`config.mk`:
```
export PLATFORM = sky130hd
export DESIGN_NAME = filter_lbuf_ctrl_5x5_flat
export DESIGN_NICKNAME = d
export VERILOG_FILES = /design/src/rtl/filter_lbuf_ctrl_5x5_if.sv /design/src/rtl/filter_lbuf_ctrl_5x5.sv /design/src/flat_wrapper.sv
export SDC_FILE = /design/constraint.sdc
export NUM_CORES = 1
export LEC_CHECK = 0
export CORE_MARGIN = 2
export CORE_UTILIZATION = 45
export CTS_CLUSTER_SIZE = 14
export DETAILED_ROUTE_END_ITERATION = 7
export DONT_BUFFER_PORTS = 1
export PLACE_DENSITY_LB_ADDON = 0.1
export SETUP_SLACK_MARGIN = 0.5
export SLEW_MARGIN = 20
export SYNTH_ARGS = -nofsm -noshare
export SYNTH_HDL_FRONTEND = slang
export SYNTH_SLANG_ARGS = --single-unit
```
`constraint.sdc`:
```
create_clock -name clk -period 2.6 [get_ports clk]
set_clock_uncertainty 0.15 [all_clocks]
set_input_delay 0.26 -clock clk [delete_from_list [all_inputs] [get_ports clk]]
set_output_delay 0.26 -clock clk [all_outputs]
set_load 0.05 [all_outputs]
```
`src/rtl/filter_lbuf_ctrl_5x5_if.sv`:
```
// Handshake/control bundle between the line-buffer controller and the pipeline front end.
// Carries o_err only when FILTER_LBUF_CTRL_ERR_EN is defined.
interface filter_lbuf_ctrl_5x5_if #(
  parameter int unsigned MEM_ADDR_WIDTH = 11,
  parameter int unsigned V_WIDTH        = 11
);
  logic                      i_vsync;
  logic                      i_de;
  logic [MEM_ADDR_WIDTH-1:0] i_hsize;
  logic [V_WIDTH-1:0]        i_vsize;
  logic                      o_mem_ren;
  logic [MEM_ADDR_WIDTH-1:0] o_mem_raddr;
  logic [MEM_ADDR_WIDTH-1:0] o_mem_waddr;
  logic [1:0]                o_mem_sel;
  logic [3:0]                o_pad_y;
  logic                      o_busy;
  logic                      o_frame_done;
`ifdef FILTER_LBUF_CTRL_ERR_EN
  logic [2:0]                o_err;

  modport master (
    output i_vsync, i_de, i_hsize, i_vsize,
    input  o_mem_ren, o_mem_raddr, o_mem_waddr, o_mem_sel, o_pad_y, o_busy, o_frame_done, o_err
  );
  modport slave (
    input  i_vsync, i_de, i_hsize, i_vsize,
    output o_mem_ren, o_mem_raddr, o_mem_waddr, o_mem_sel, o_pad_y, o_busy, o_frame_done, o_err
  );
`else
  modport master (
    output i_vsync, i_de, i_hsize, i_vsize,
    input  o_mem_ren, o_mem_raddr, o_mem_waddr, o_mem_sel, o_pad_y, o_busy, o_frame_done
  );
  modport slave (
    input  i_vsync, i_de, i_hsize, i_vsize,
    output o_mem_ren, o_mem_raddr, o_mem_waddr, o_mem_sel, o_pad_y, o_busy, o_frame_done
  );
`endif
endinterface

```
`src/rtl/filter_lbuf_ctrl_5x5.sv`:
```
// Line-buffer controller for the 5x5 window aligner: addresses, line select, pad flags, flush.
// Define FILTER_LBUF_CTRL_ERR_EN to add the sticky o_err checker.
module filter_lbuf_ctrl_5x5 #(
  parameter int unsigned MEM_ADDR_WIDTH = 11,
  parameter int unsigned V_WIDTH        = 11,
  parameter int unsigned FLUSH_GAP      = 16
) (
  input logic                   clk,
  input logic                   rstn,
  filter_lbuf_ctrl_5x5_if.slave bus
);
  localparam int unsigned GW = $clog2(FLUSH_GAP);

  typedef enum logic [2:0] {
    StIdle, StFill, StRun, StGap1, StFlush1, StGap2, StFlush2, StDone
  } state_e;

  state_e                    st_q;
  logic [MEM_ADDR_WIDTH-1:0] col_q, waddr_q;
  logic [V_WIDTH-1:0]        ln_q;
  logic [GW-1:0]             gap_q;
  logic [3:0]                pad_q;
  logic                      de_q, fl_end_q, inc_q, busy_q, done_q;

  logic                      in_line, line_end, flush, flush_last;
  logic [V_WIDTH-1:0]        ln_nxt;
  logic [3:0]                pad_nxt;

  assign in_line    = (st_q == StFill) || (st_q == StRun);
  assign line_end   = in_line && de_q && !bus.i_de;
  assign flush      = (st_q == StFlush1) || (st_q == StFlush2);
  assign flush_last = flush && (col_q == bus.i_hsize - MEM_ADDR_WIDTH'(1));
  assign ln_nxt     = ln_q + V_WIDTH'(1);

  always_comb begin
    pad_nxt = 4'b0000;
    if (ln_nxt == V_WIDTH'(2))                      pad_nxt = 4'b0001;
    else if (ln_nxt == V_WIDTH'(3))                 pad_nxt = 4'b0010;
    else if (ln_nxt == bus.i_vsize)                 pad_nxt = 4'b1000;
    else if (ln_nxt == bus.i_vsize + V_WIDTH'(1))   pad_nxt = 4'b0100;
  end

  always_ff @(posedge clk or negedge rstn) begin
    if (!rstn) begin
      st_q     <= StIdle;
      col_q    <= '0;
      waddr_q  <= '0;
      ln_q     <= '0;
      gap_q    <= '0;
      pad_q    <= '0;
      de_q     <= 1'b0;
      fl_end_q <= 1'b0;
      inc_q    <= 1'b0;
      busy_q   <= 1'b0;
      done_q   <= 1'b0;
    end else begin
      done_q   <= 1'b0;
      de_q     <= bus.i_de;
      fl_end_q <= flush_last && (st_q == StFlush1);
      // ln advances two cycles after a line (or flush line) ends
      inc_q    <= line_end || fl_end_q;
      if (inc_q) begin
        ln_q  <= ln_nxt;
        pad_q <= pad_nxt;
      end
      if (bus.i_vsync) begin
        st_q     <= StFill;
        busy_q   <= 1'b1;
        ln_q     <= '0;
        pad_q    <= '0;
        gap_q    <= '0;
        inc_q    <= 1'b0;
        fl_end_q <= 1'b0;
        col_q    <= bus.i_de ? MEM_ADDR_WIDTH'(1) : '0;
        if (bus.i_de) waddr_q <= '0;
      end else begin
        unique case (st_q)
          StIdle: begin
          end
          StFill, StRun: begin
            if (bus.i_de) begin
              waddr_q <= col_q;
              if (col_q != '1) col_q <= col_q + MEM_ADDR_WIDTH'(1);
            end else if (de_q) begin
              col_q <= '0;
              if (st_q == StFill && ln_q == V_WIDTH'(1)) begin
                st_q <= StRun;
              end else if (st_q == StRun && ln_q == bus.i_vsize - V_WIDTH'(1)) begin
                // the falling-edge cycle already counts as the first gap cycle
                st_q  <= StGap1;
                gap_q <= GW'(1);
              end
            end
          end
          StGap1, StGap2: begin
            if (gap_q == GW'(FLUSH_GAP - 1)) begin
              gap_q <= '0;
              st_q  <= (st_q == StGap1) ? StFlush1 : StFlush2;
            end else begin
              gap_q <= gap_q + GW'(1);
            end
          end
          StFlush1, StFlush2: begin
            if (flush_last) begin
              col_q <= '0;
              if (st_q == StFlush1) begin
                st_q <= StGap2;
              end else begin
                st_q   <= StDone;
                busy_q <= 1'b0;
                done_q <= 1'b1;
                ln_q   <= '0;
                pad_q  <= '0;
              end
            end else begin
              col_q <= col_q + MEM_ADDR_WIDTH'(1);
            end
          end
          StDone: st_q <= StIdle;
        endcase
      end
    end
  end

  assign bus.o_mem_ren    = ((st_q == StRun) && bus.i_de && (col_q < bus.i_hsize)) || flush;
  assign bus.o_mem_raddr  = col_q;
  assign bus.o_mem_waddr  = waddr_q;
  assign bus.o_mem_sel    = ln_q[1:0];
  assign bus.o_pad_y      = pad_q;
  assign bus.o_busy       = busy_q;
  assign bus.o_frame_done = done_q;

`ifdef FILTER_LBUF_CTRL_ERR_EN
  logic [2:0] err_q;

  always_ff @(posedge clk or negedge rstn) begin
    if (!rstn) begin
      err_q <= '0;
    end else if (bus.i_vsync) begin
      err_q <= {busy_q, 2'b00};
    end else begin
      if (line_end && col_q != bus.i_hsize)     err_q[0] <= 1'b1;
      if (bus.i_de && st_q == StGap1)           err_q[1] <= 1'b1;
    end
  end

  assign bus.o_err = err_q;
`endif
endmodule

```
`src/flat_wrapper.sv`:
```
// flat-port wrapper written by rule: the top's interface ports become plain ports
module filter_lbuf_ctrl_5x5_flat 
#(
  parameter int unsigned MEM_ADDR_WIDTH = 11,
  parameter int unsigned V_WIDTH        = 11,
  parameter int unsigned FLUSH_GAP      = 16
)
  (clk, rstn, bus_i_vsync, bus_i_de, bus_i_hsize, bus_i_vsize, bus_o_mem_ren, bus_o_mem_raddr, bus_o_mem_waddr, bus_o_mem_sel, bus_o_pad_y, bus_o_busy, bus_o_frame_done);
  filter_lbuf_ctrl_5x5_if #(.MEM_ADDR_WIDTH(MEM_ADDR_WIDTH), .V_WIDTH(V_WIDTH)) bus_i ();
  input logic clk;
  input logic rstn;
  input wire logic [$bits(bus_i.i_vsync)-1:0] bus_i_vsync;
  input wire logic [$bits(bus_i.i_de)-1:0] bus_i_de;
  input wire logic [$bits(bus_i.i_hsize)-1:0] bus_i_hsize;
  input wire logic [$bits(bus_i.i_vsize)-1:0] bus_i_vsize;
  output wire logic [$bits(bus_i.o_mem_ren)-1:0] bus_o_mem_ren;
  output wire logic [$bits(bus_i.o_mem_raddr)-1:0] bus_o_mem_raddr;
  output wire logic [$bits(bus_i.o_mem_waddr)-1:0] bus_o_mem_waddr;
  output wire logic [$bits(bus_i.o_mem_sel)-1:0] bus_o_mem_sel;
  output wire logic [$bits(bus_i.o_pad_y)-1:0] bus_o_pad_y;
  output wire logic [$bits(bus_i.o_busy)-1:0] bus_o_busy;
  output wire logic [$bits(bus_i.o_frame_done)-1:0] bus_o_frame_done;
  assign bus_i.i_vsync = bus_i_vsync;
  assign bus_i.i_de = bus_i_de;
  assign bus_i.i_hsize = bus_i_hsize;
  assign bus_i.i_vsize = bus_i_vsize;
  assign bus_o_mem_ren = bus_i.o_mem_ren;
  assign bus_o_mem_raddr = bus_i.o_mem_raddr;
  assign bus_o_mem_waddr = bus_i.o_mem_waddr;
  assign bus_o_mem_sel = bus_i.o_mem_sel;
  assign bus_o_pad_y = bus_i.o_pad_y;
  assign bus_o_busy = bus_i.o_busy;
  assign bus_o_frame_done = bus_i.o_frame_done;
  filter_lbuf_ctrl_5x5 #(.MEM_ADDR_WIDTH(MEM_ADDR_WIDTH), .V_WIDTH(V_WIDTH), .FLUSH_GAP(FLUSH_GAP)) u_core (.clk(clk), .rstn(rstn), .bus(bus_i));
endmodule
```
==> key figures <==
Clocking
  • TritonCTS clock tree: built
  • Buffer levels on the longest clock path: 2
  • Clock-pin slew reported for the worst setup and hold paths after clock tree synthesis: 0.10 ns
  • Worst-skew pair later-pin latency: 0.31 ns
  • Clock tree root buffer cell: clkbuf_8
  • Clock sink count: 49
  • Clock buffer count from CTS: 5
  • Clock H-tree levels: 2

Timing
  • Final setup margin: -0.179 ns
  • Fin crit share: 1.07
  • Total Neg Setup Slack: -0.180 ns
  • Setup repair after global routing missed its margin: true
  • Actual transition at the worst max-transition pin: 0.521 ns
  • Max Clock Freq: 360 MHz
  • Tightest slew margin relative to the limit: 0.652
  • Total setup violations reported at the end of the flow: 2
  • Count of endpoints failing hold in the final timing report: 0
  • Total count of max-transition violations in the final report: 0
  • Final critical delay including setup and external delays: 2.78 ns

Drt
  • Vias after detailed routing: 3,974
  • Routed wire length: 12,400 µm
  • Routed wire length per instance: 18.0 µm
  • Pre-antenna DRT Iters: 4
  • Vias per Instance: 5.78
  • Number of nets still failing antenna checks after routing: 0
  • Initial drt markers: 171
  • Number of design rule violations left after detail routing: 0

Worst setup path
  • Startpoint of the worst-slack reg-to-reg timing path: u_core.bus.o_mem_raddr[1]$_DFFE_PN0P_
  • FF-to-FF path depth: 11
  • CP Launch Point: u_core.bus.o_mem_raddr[1]$_DFFE_PN0P_
  • Startpoint type of the worst setup path: register
  • Category of the critical setup timing path: register to primary output
  • Worst EP required: 2.19 ns
  • FF-to-FF setup slack: 0 ns
  • Signal arrival time at the worst endpoint: 2.37 ns
  • Capturing element type of the critical path: primary output
  • Reg-to-Reg End: u_core.bus.o_mem_raddr[9]$_DFFE_PN0P_
  • End point of the critical path: bus_o_mem_ren
  • Largest fanout on the critical path: 2

Logic synthesis
  • Dominant combinational cell family by area after synthesis: simple AND/OR/NAND/NOR gates
  • Syn. warnings: 0
  • Async set-or-reset flop fraction in the synthesized netlist: 1.00
  • Count of flip-flops with a built-in enable after synthesis: 0
  • Netlist area before placement: 4330 µm²
  • Count of state elements after synthesis: 49
  • Predominant post-synthesis flop cell: dfrtp_1
  • Post-synthesis xor/xnor area fraction: 0.118
  • Sequential cell area fraction in the yosys report: 0.283
  • Synthesized Nets: 561
  • Cells after Synth: 516
  • Post-synth cell types: 69
  • Simple logic cell fraction of the synthesized area: 0.259
  • Synth Area per Inst: 8.38 µm²
  • Portion of netlist area occupied by mux cells: 0.0353
  • Fraction of the mapped netlist area in compound gates: 0.165
  • Synthesized-area fraction occupied by adder cells: 0.0573

Cells and area
  • Fillers: 834
  • Area growth from synthesis to layout: 28.3%
  • Most common cell after layout, fill and taps aside: buf_4
  • Final std cells w/o fill: 687
  • Footprint of the multi-input gates: 3190 µm²
  • Final Core Density: 0.598
  • Post-route cell area: 5550 µm²
  • Commonest cells after routing, fill and taps aside: 56 x buf_4, 40 x dfrtp_1, 38 x nor2_1
  • Footprint of the flip-flops and latches: 1240 µm²
  • Layout cell share with drive strength beyond 1: 0.306
  • Final Net Count: 602
  • Number of inserted diodes: 0

Pwr
  • Pwr dens: 425 nW/µm²
  • Peak supply drop: 0.000319 V
  • Post-layout total power: 2.36 mW
  • Sw Ratio: 0.395
  • Combinational fraction of design power: 0.409
  • Sequential power share: 0.384
  • Int Pwr: 1.43 mW
  • Switch Pwr: 0.932 mW
  • Share of power burned in the clock network: 0.207
  • Static power due to leakage: 2.28 nW

Job
  • Max-capacitance violation count: 0

Floorplanning
  • Number of core rows: 35
  • Height of the die: 102 µm
  • # IOs: 57
  • Die outline area: 10,400 µm²
  • Core area: 9280 µm²
  • Starting utilization of the core area: 0.466
  • X dimension of the die: 102 µm

Outcome
  • Violations in the final reports: negative setup slack
  • Result of the run: complete, but fails checks

Placement
  • Port-buffer cells: 0
  • Post-DP HPWL: 8740 µm
  • Instance area after placement: 4690 µm²
  • Post-placement cell count: 646
  • Gpl congestion: 0.945

Global route
  • Antenna violations before repair: 0
  • First-pass GRT wire length: 19,600 µm
  • Total Routing Usage GR: 0.237
  • Gr ovfl total: 0
  • Vias in the first global route: 3,868
  • Maximum number of pins on one net before global-route repair: 50

Hold path
  • Min-Delay Path Class: primary input to register
layout make-up:
type,instances,area share
clock buffers,5,0.0124
repair buffers,79,0.136
well taps,129,0.0291
flip-flops and latches,49,0.223
multi-input cells,394,0.575
inverters,28,0.0203
clock inverters,3,0.00383
metal layers:
layer / part of all wire / vias up / GRT usage / wire length [µm]
met5: 0 / - / 0 / 0
met4: 0.0087 / 0 / 0.0513 / 108
met3: 0.059 / 8 / 0.0492 / 732
met2: 0.49 / 88 / 0.394 / 6050
met1: 0.44 / 1965 / 0.321 / 5490
li1: - / 1913 / - / -
worst min path at each step:
| stage | start | to | slack [ns] | depth (start not counted) |
|---|---|---|---|---|
| floorplan | rstn | u_core.bus.o_busy$_DFFE_PN0P_ | -0.19 | 0 |
| global placement | rstn | u_core.bus.o_pad_y[0]$_DFF_PN0_ | -0.18 | 0 |
| detailed placement | rstn | u_core.bus.o_pad_y[1]$_DFF_PN0_ | -0.18 | 0 |
| CTS | bus_i_vsync | u_core.bus.o_mem_raddr[0]$_DFFE_PN0P_ | 0.01 | 2 |
| global route | bus_i_vsync | u_core.st_q[0]$_DFFE_PN0P_ | 0.11 | 3 |
| finish | bus_i_vsync | u_core.st_q[0]$_DFFE_PN0P_ | 0.13 | 3 |
synth_stat cells (13+ instances only):
master	number	area [µm²]
dfrtp_1	49	1230
nor2_1	45	169
nand2_1	36	135
xnor2_1	35	307
inv_1	28	105
nor3_1	22	110
nand3_1	20	100
ha_1	19	238
xor2_1	19	166
o21ai_0	18	90.1
a21oi_1	17	85.1
clkbuf_1	17	63.8
nand4_1	15	93.8
buf_2	13	65.1
mux2i_1	13	130
worst max-delay path: stages (launching register included):
cell and delay [ns]:
dfrtp_2 0.44, ha_4 0.21, nor2b_4 0.12, o21a_1 0.17, o21a_1 0.18, o21a_1 0.20
o2111ai_2 0.21, a21boi_2 0.10, o31ai_4 0.26, buf_12 0.18
logic make-up after synthesis:
family                     after synthesis
muxes                                   15
adders and majority gates               20
and+or+nand+nor                        206
AOI/OAI and AO/OA                       97
buffers and inverters                   73
xor gates and xnor gates                56
DFF                                     49
registers in the layout, indices dropped and copies added, names as in the netlist:
register	count
u_core.gap_q	4
u_core.bus.o_busy	1
u_core.bus.o_mem_waddr	11
u_core.bus.o_pad_y	4
u_core.bus.o_mem_raddr	11
u_core.st_q	3
u_core.ln_q	11
u_core.bus.o_frame_done	1
u_core.fl_end_q	1
u_core.inc_q	1
u_core.de_q	1
repair_timing:
action	4_1_cts	5_1_grt
gates cloned	2	0
pin swaps	22	21
resized for setup	57	41
setup buffers	11	14
endpoints found under the setup margin	36	36
hold buffers	4	2
hold endpoints to repair	61	1
power by group through the flow:
stage / registers, mW / clock network (mW) / logic, mW
2_1_floorplan: 0.910 / 0 / 0.563
3_3_place_gp: 0.918 / 0 / 0.695
3_5_place_dp: 0.920 / 0 / 0.699
4_1_cts: 0.898 / 0.504 / 0.807
5_1_grt: 0.914 / 0.533 / 1.04
6_report: 0.906 / 0.488 / 0.966
stage by stage:
stage	worst slack, ns	hold slack [ns]
floorplan	-0.0504	-0.186
global placement	0.0575	-0.184
detailed placement	0.0141	-0.184
CTS	-0.233	0.0128
global route	-0.251	0.106
finish	-0.179	0.128
Note: power is estimated with default switching activity, not from simulation.
